$ cat config.mk
export PLATFORM = sky130hd
export DESIGN_NAME = iomem_arbiter
export DESIGN_NICKNAME = d
export VERILOG_FILES = /design/src/rtl/iomem_arbiter.sv
export SDC_FILE = /design/constraint.sdc
export NUM_CORES = 1
export LEC_CHECK = 0
export CORE_ASPECT_RATIO = 1.1
export CORE_MARGIN = 8
export CORE_UTILIZATION = 29
export DETAILED_ROUTE_END_ITERATION = 6
export GPL_TIMING_DRIVEN = 0
export PLACE_DENSITY = 0.8
export REMOVE_ABC_BUFFERS = 1
export SLEW_MARGIN = 25
export SYNTH_ARGS = -nofsm -noshare
export SYNTH_HDL_FRONTEND = slang
export SYNTH_SLANG_ARGS = --single-unit
$ cat constraint.sdc
create_clock -name clk -period 1.2 [get_ports clk]
set_input_delay 0.18 -clock clk [delete_from_list [all_inputs] [get_ports clk]]
set_output_delay 0.18 -clock clk [all_outputs]
set_load 0.05 [all_outputs]
$ cat src/rtl/iomem_arbiter.sv
`timescale 1ns/1ps
// -----------------------------------------------------------------------------
// iomem_arbiter
//
// Shares one iomem target between two masters (m0, m1). At most one
// transaction is in flight. Ownership is decided in IDLE with round-robin
// tie-breaking. The owner's payload is presented to the target during BUSY.
// The owner sees a single-cycle ready pulse in DONE. The target's read data
// is registered into the owner's rdata.
//
// Optional feature (macro IOMEM_ARB_TIMEOUT_EN):
//   When the macro is defined, an 8-bit wait counter aborts a BUSY phase after
//   TIMEOUT_CYCLES cycles with s_ready low. An abort returns 32'hFFFF_FFFF to
//   the owner and sets the sticky timeout_flag.
//   When the macro is undefined, BUSY waits forever and timeout_flag is tied
//   to 0.
//
// Parameters:
//   TIMEOUT_CYCLES  1..255, number of slave-wait cycles before an abort
//                   (only used with IOMEM_ARB_TIMEOUT_EN)
//
// Ports:
//   clk, resetn                rising-edge clock, synchronous active-low reset
//   m0_valid / m1_valid        master request, held until matching ready
//   m0_addr  / m1_addr         request address
//   m0_wdata / m1_wdata        request write data
//   m0_wstrb / m1_wstrb        request byte strobes
//   m0_ready / m1_ready        one-cycle completion pulse
//   m0_rdata / m1_rdata        read data, valid with the matching ready
//   s_valid, s_addr,
//   s_wdata, s_wstrb           shared target request (zero outside BUSY)
//   s_ready, s_rdata           target completion and read data
//   grant_id                   current or last owner (0 = m0, 1 = m1)
//   timeout_flag               sticky abort indicator
// -----------------------------------------------------------------------------
module iomem_arbiter #(
    parameter int TIMEOUT_CYCLES = 64
) (
    input  logic        clk,
    input  logic        resetn,

    input  logic        m0_valid,
    input  logic [31:0] m0_addr,
    input  logic [31:0] m0_wdata,
    input  logic [3:0]  m0_wstrb,
    output logic        m0_ready,
    output logic [31:0] m0_rdata,

    input  logic        m1_valid,
    input  logic [31:0] m1_addr,
    input  logic [31:0] m1_wdata,
    input  logic [3:0]  m1_wstrb,
    output logic        m1_ready,
    output logic [31:0] m1_rdata,

    output logic        s_valid,
    output logic [31:0] s_addr,
    output logic [31:0] s_wdata,
    output logic [3:0]  s_wstrb,
    input  logic        s_ready,
    input  logic [31:0] s_rdata,

    output logic        grant_id,
    output logic        timeout_flag
);

    localparam logic [1:0] IDLE = 2'd0;
    localparam logic [1:0] BUSY = 2'd1;
    localparam logic [1:0] DONE = 2'd2;

    if (TIMEOUT_CYCLES < 1 || TIMEOUT_CYCLES > 255) begin : g_bad_timeout
        $error("iomem_arbiter: TIMEOUT_CYCLES must be in 1..255");
    end

    logic [1:0]  state;
    logic [1:0]  state_next;
    logic        owner;
    logic        owner_next;
    logic        capture;
    logic [31:0] capture_data;
    logic [31:0] rdata0_q;
    logic [31:0] rdata1_q;
    logic        wait_expired;

`ifdef IOMEM_ARB_TIMEOUT_EN
    // The abort fires on the cycle that would make the count reach
    // TIMEOUT_CYCLES, so the DONE cycle follows exactly TIMEOUT_CYCLES
    // wait cycles.
    localparam logic [7:0] WAIT_LAST = 8'(TIMEOUT_CYCLES - 1);

    logic [7:0] wait_cnt;
    logic       flag_q;

    assign wait_expired = (wait_cnt == WAIT_LAST);

    always_ff @(posedge clk) begin
        if (!resetn) begin
            wait_cnt <= '0;
            flag_q   <= 1'b0;
        end else begin
            if (state != BUSY) begin
                wait_cnt <= '0;
            end else if (!s_ready) begin
                wait_cnt <= wait_cnt + 8'd1;
            end
            // A real completion in the abort cycle wins, so no flag then.
            if (state == BUSY && !s_ready && wait_expired) begin
                flag_q <= 1'b1;
            end
        end
    end

    assign timeout_flag = flag_q;
`else
    assign wait_expired = 1'b0;
    assign timeout_flag = 1'b0;
`endif

    // Next-state, arbitration and completion capture.
    always_comb begin
        state_next   = state;
        owner_next   = owner;
        capture      = 1'b0;
        capture_data = s_rdata;
        case (state)
            IDLE: begin
                if (m0_valid || m1_valid) begin
                    state_next = BUSY;
                    // Tie goes to whoever was not granted last; a lone
                    // requester simply wins.
                    if (m0_valid && m1_valid) begin
                        owner_next = ~owner;
                    end else begin
                        owner_next = m1_valid;
                    end
                end
            end
            BUSY: begin
                if (s_ready) begin
                    capture    = 1'b1;
                    state_next = DONE;
                end else if (wait_expired) begin
                    capture      = 1'b1;
                    capture_data = 32'hFFFF_FFFF;
                    state_next   = DONE;
                end
            end
            DONE: begin
                state_next = IDLE;
            end
            default: begin
                state_next = IDLE;
            end
        endcase
    end

    always_ff @(posedge clk) begin
        if (!resetn) begin
            state    <= IDLE;
            owner    <= 1'b1;
            rdata0_q <= '0;
            rdata1_q <= '0;
        end else begin
            state <= state_next;
            owner <= owner_next;
            if (capture) begin
                if (owner) begin
                    rdata1_q <= capture_data;
                end else begin
                    rdata0_q <= capture_data;
                end
            end
        end
    end

    // The target sees the owner's live payload only while BUSY.
    always_comb begin
        s_valid = 1'b0;
        s_addr  = '0;
        s_wdata = '0;
        s_wstrb = '0;
        if (state == BUSY) begin
            s_valid = 1'b1;
            if (owner) begin
                s_addr  = m1_addr;
                s_wdata = m1_wdata;
                s_wstrb = m1_wstrb;
            end else begin
                s_addr  = m0_addr;
                s_wdata = m0_wdata;
                s_wstrb = m0_wstrb;
            end
        end
    end

    assign m0_ready = (state == DONE) && !owner;
    assign m1_ready = (state == DONE) && owner;
    assign m0_rdata = rdata0_q;
    assign m1_rdata = rdata1_q;
    assign grant_id = owner;

endmodule

Word level (Yosys, flattened, before mapping)
Cells that the tools add are included.

word-level totals
  flip-flop bits (word level) = 67
  bits in latches = 0
  RAM bits = 0
  ROM bits = 0
  input port bits = 173
  output and inout bits = 137
  word-level logic and storage cells = 32
  memories = 0

cells by class
  add/subtract/negate cells = 0
  multiply operators = 0
  divide/modulo/power cells = 0
  magnitude comparators = 0
  equal/unequal tests = 4
  shifts and indexed selects = 0
  muxes and demuxes = 13
  bitwise operators = 1
  reduce and logical (&&, ||, !) cells = 10

operator list
  cell                                                                    number
  32-bit 2-to-1 mux                                                       4
  4-bit 2-to-1 mux                                                        2
  2-bit AND reduction                                                     4
  1-bit 2-to-1 mux                                                        4
  2-bit 2-to-1 mux                                                        2
  2-bit != test (second input constant)                                   2
  2-bit one-hot mux with 2 select lines                                   1
  1-bit logical AND                                                       3
  2-bit by 1-bit equality test with 1-bit output (second input constant)  1
  2-bit equality test (second input constant)                             1
  2-bit zero test                                                         1
  1-bit zero test                                                         1
  1-bit logical OR                                                        1
  1-bit NOT                                                               1

Logic depth before layout (Yosys ltp)
  depth in word-level cells = 3
  depth in mapped cells = 5

Worst setup path before layout
OpenSTA, ideal clock, no wires.

  kind = flip-flop to output port
  start = reg owner, in the netlist grant_id
  end = out m0_ready
  data arrival time = 2064 ps
  required time = 1020 ps
  setup slack = -1044 ps
  stages on the path, launching flop included = 4
  path buffers = 2
  cell sequence = dfxtp_1 buf_6 buf_2 nor3b_1

between the ends
  word-level cells in the longest chain between the ends = 2

ends and longest elaborated chain
  what                    line  source
  start, declared         77    logic owner;
  start signal, assigned  165   owner <= owner_next;
  1-bit zero test         196   assign m0_ready = (state == DONE) && !owner;
  1-bit logical AND       196
  end, declared           46    output logic m0_ready,

Every way passes these cells.

Worst setup path in the final report
  start = reg owner, in the netlist grant_id
  end = out s_addr[31]

between the ends
  word-level cells in the longest chain between the ends = 2

ends and longest elaborated chain
  what               line  source
  32-bit 2-to-1 mux  184   if (owner) begin
  32-bit 2-to-1 mux  182   if (state == BUSY) begin
  end, declared      57    output logic [31:0] s_addr,

Every way passes these cells.

==> flow_summary.ini <==
[power]
power.share.clock_pct = 31.4
swShare_pct = 35.0
comb_power_share_pct = 41.1
p_total_mw = 8.58
p_switching_mw = 3.01
p_seq_share_pct = 27.5
p_int_mw = 5.58
leakagePower_nw = 3.82
power_density_nw_per_um2 = 1100
irDropWorstVdd_v = 0.000833

[sta]
clock_skew_ns = 0.00558
whs_ns = 0.243
timing.fmax_mhz = 595
fin_ws_ns = -0.481
hold_viol = 0
period_share_pct = 140
fin_crit_ns = 1.68
drv_slew = 0
setup_tns_ns = -41.92
setup_viol = 138
rsz0062_at_grt = true

[yosys]
synth_top_family_by_area = multiplexers
ys_seq_area_share_pct = 36.9
postSynthCellCount = 413
synth_top_area_share_pct = 36.9
synth_xor_area_share_pct = 0
synth-seq-cells = 67
syn_avg_cell_area_sq_um = 8.80
synth_area_leaders = dfxtp_1, mux2i_1, nand2_1
synth-simple-area-share_pct = 18.9
yosysWarnings = 0
synth_compound_area_share_pct = 0.482
netlist_area_sq_um = 3640
synth_fa_ha_area_share_pct = 0
muxShareOfSynthArea_pct = 36.3
yosysTopAreaCell = dfxtp_1
yosys.cell_types.count = 22

[worst_setup_path]
crit_chain = buf_12 -> buf_16 -> mux2i_2 -> nor2_1 -> buf_6
critPathMaxFanout = 6
cp.required_ns = 1.02
path_class = flip-flop to primary output
arrival_ns = 1.50
cp-start-kind = flip-flop
max_stage_delay_ns = 0.41
end_kind = primary output
cpMaxStageDelayCell = dfxtp_4

[grt]
grt_pass1_wl_um = 27800
grt-ovfl-total = 0
grt_pass1_vias = 4795
antenna_found_initial = 0
grt_usage_pct = 22.2
grt_max_degree = 53

[clock_tree]
cts_tree = done
clkLatencyLatePin_ns = 0.32
cts-root-buf = clkbuf_16
clkTransAtPathRegs_ns = 0.06
clock-sinks = 67
htree_num_levels = 3
cts.path.max_buffers = 2
cts_buffers = 9

[layout]
filler_cell_count = 1046
fin_util_pct = 62.8
area_growth_pct = 115
nets = 921
diodes = 0
layout-drive-gt1-share_pct = 30.5
stdcell_count = 910
stdcell_area_sq_um = 7800

[placement]
gp_congestion = 0.783
dp_hpwl_um = 13300
place_area_sq_um = 6780
portBuffers = 308
dp_cells = 846
dpl_worst_slack_ns = -1.22

[floorplanning]
fp.dieW_um = 123
die_area_sq_um = 16400
io_pins = 310
start_util_pct = 29.3
rows = 43
fp.dieH_um = 133
core_sq_um = 12400

[hold_path]
min_path_type = input port to flip-flop

[job]
cap_violations = 0

[routing]
wl_um = 19400
num_vias = 4353
drt.antenna.violating_nets = 0
wl_per_cell_um = 21.3
drc = 0
dr.pass1.iters = 5
viasPerCell = 4.78
drt-initial-drc-count = 215

[status]
status = finished, violations left
violations = setup timing
## layout by cell type, fill, tap and decap left out
master	Yosys	routed
clkdlybuf4s50_1	0	171
clkbuf_16	0	14
nor2_2	0	4
inv_8	0	1
conb_1	1	1
buf_12	3	14
buf_2	16	64
and3_1	1	1
and4b_4	0	1
buf_6	6	74
dfxtp_4	0	3
bufinv_16	0	1
inv_4	0	1
or3b_1	1	1
a2111oi_1	0	1
clkinvlp_4	0	2
inv_1	2	1
inv_6	0	3
nor3b_4	0	1
and3b_1	1	1
mux2i_1	132	119
nand2b_4	0	9
a211o_1	1	1
buf_16	0	10
nor3_1	1	1
nor2_1	68	64
mux2i_2	0	12
nand2_1	96	96
mux2i_4	0	1
buf_4	2	8
nor4b_1	1	1
buf_8	0	5
nand2b_2	0	1
dfxtp_1	67	64
nand4bb_4	0	1
## registers in the layout (all words and copies together), names as in the netlist
name,cells
m0_rdata,32
m1_rdata,32
state,2
grant_id,1
## worst max-delay path: cells and delay by family, from the launching register on
kind / cells / cell delay [ns]
flip-flops: 1 / 0.41
multiplexers: 1 / 0.23
AND/OR/NAND/NOR: 1 / 0.08
buffers and inverters: 3 / 0.46
## power groups by stage
| stage | clock (mW) | sequential (mW) | combinational, mW |
|---|---|---|---|
| 5_1_grt | 2.88 | 2.37 | 3.66 |
| 4_1_cts | 2.76 | 2.36 | 3.35 |
| 2_1_floorplan | 0 | 2.74 | 1.27 |
| 3_5_place_dp | 0 | 2.45 | 2.84 |
| 6_report | 2.70 | 2.36 | 3.53 |
| 3_3_place_gp | 0 | 2.50 | 2.78 |
## synth_stat cells, drive strengths merged
cell type  count
mux2i        132
and3b          1
and3           1
or3b           1
nand4bb        1
clkbuf         9
nor4b          1
dfxtp         67
buf           27
nor2          68
and4b          1
nand2b         1
a211o          1
nor3           1
inv            2
nor3b          1
nand2         96
a2111oi        1
conb           1
## metal layers
metal | up-vias | wire, um | GRT usage (%)
met1 | 2078 | 7220 | 22.5
met4 | 0 | 480 | 6.58
met3 | 21 | 1580 | 6.86
li1 | 2059 | - | -
met2 | 195 | 10100 | 41.7
met5 | - | 0 | 0
## kinds of logic after synthesis
| group | Yosys count |
|---|---|
| muxes | 132 |
| DFF | 67 |
| AOI/OAI and AO/OA | 2 |
| other | 1 |
| and+or+nand+nor | 173 |
| buffers and inverters | 38 |
## final cells by class
type                    instances  area (sq um)  area share [%]
clock buffers                   9           225            2.89
clock inverters                 7          82.6            1.06
inverters                       2          10.0           0.128
multi-input cells             317          2260            28.9
flip-flops and latches         67          1350            17.3
well taps                     157           196            2.52
repair buffers                351          3680            47.2
## final timing paths
check / from / end / slack (ns) / cells past startpoint
max: grant_id / s_addr[31] / -0.48 / 5
min: resetn / m1_rdata[9] / 0.24 / 3
max reg2reg: grant_id / m1_rdata[22] / -0.29 / 6
min reg2reg: m0_rdata[24] / m0_rdata[24] / 0.46 / 2
## timing repair
action / in CTS / in global routing
endpoints found under the setup margin: 202 / 138
setup buffers: 24 / 3
pin swaps: 6 / 3
hold buffers: 0 / 0
cloned: 17 / 5
gates resized for setup: 861 / 24
No activity file was read; power rests on OpenSTA's default activity.
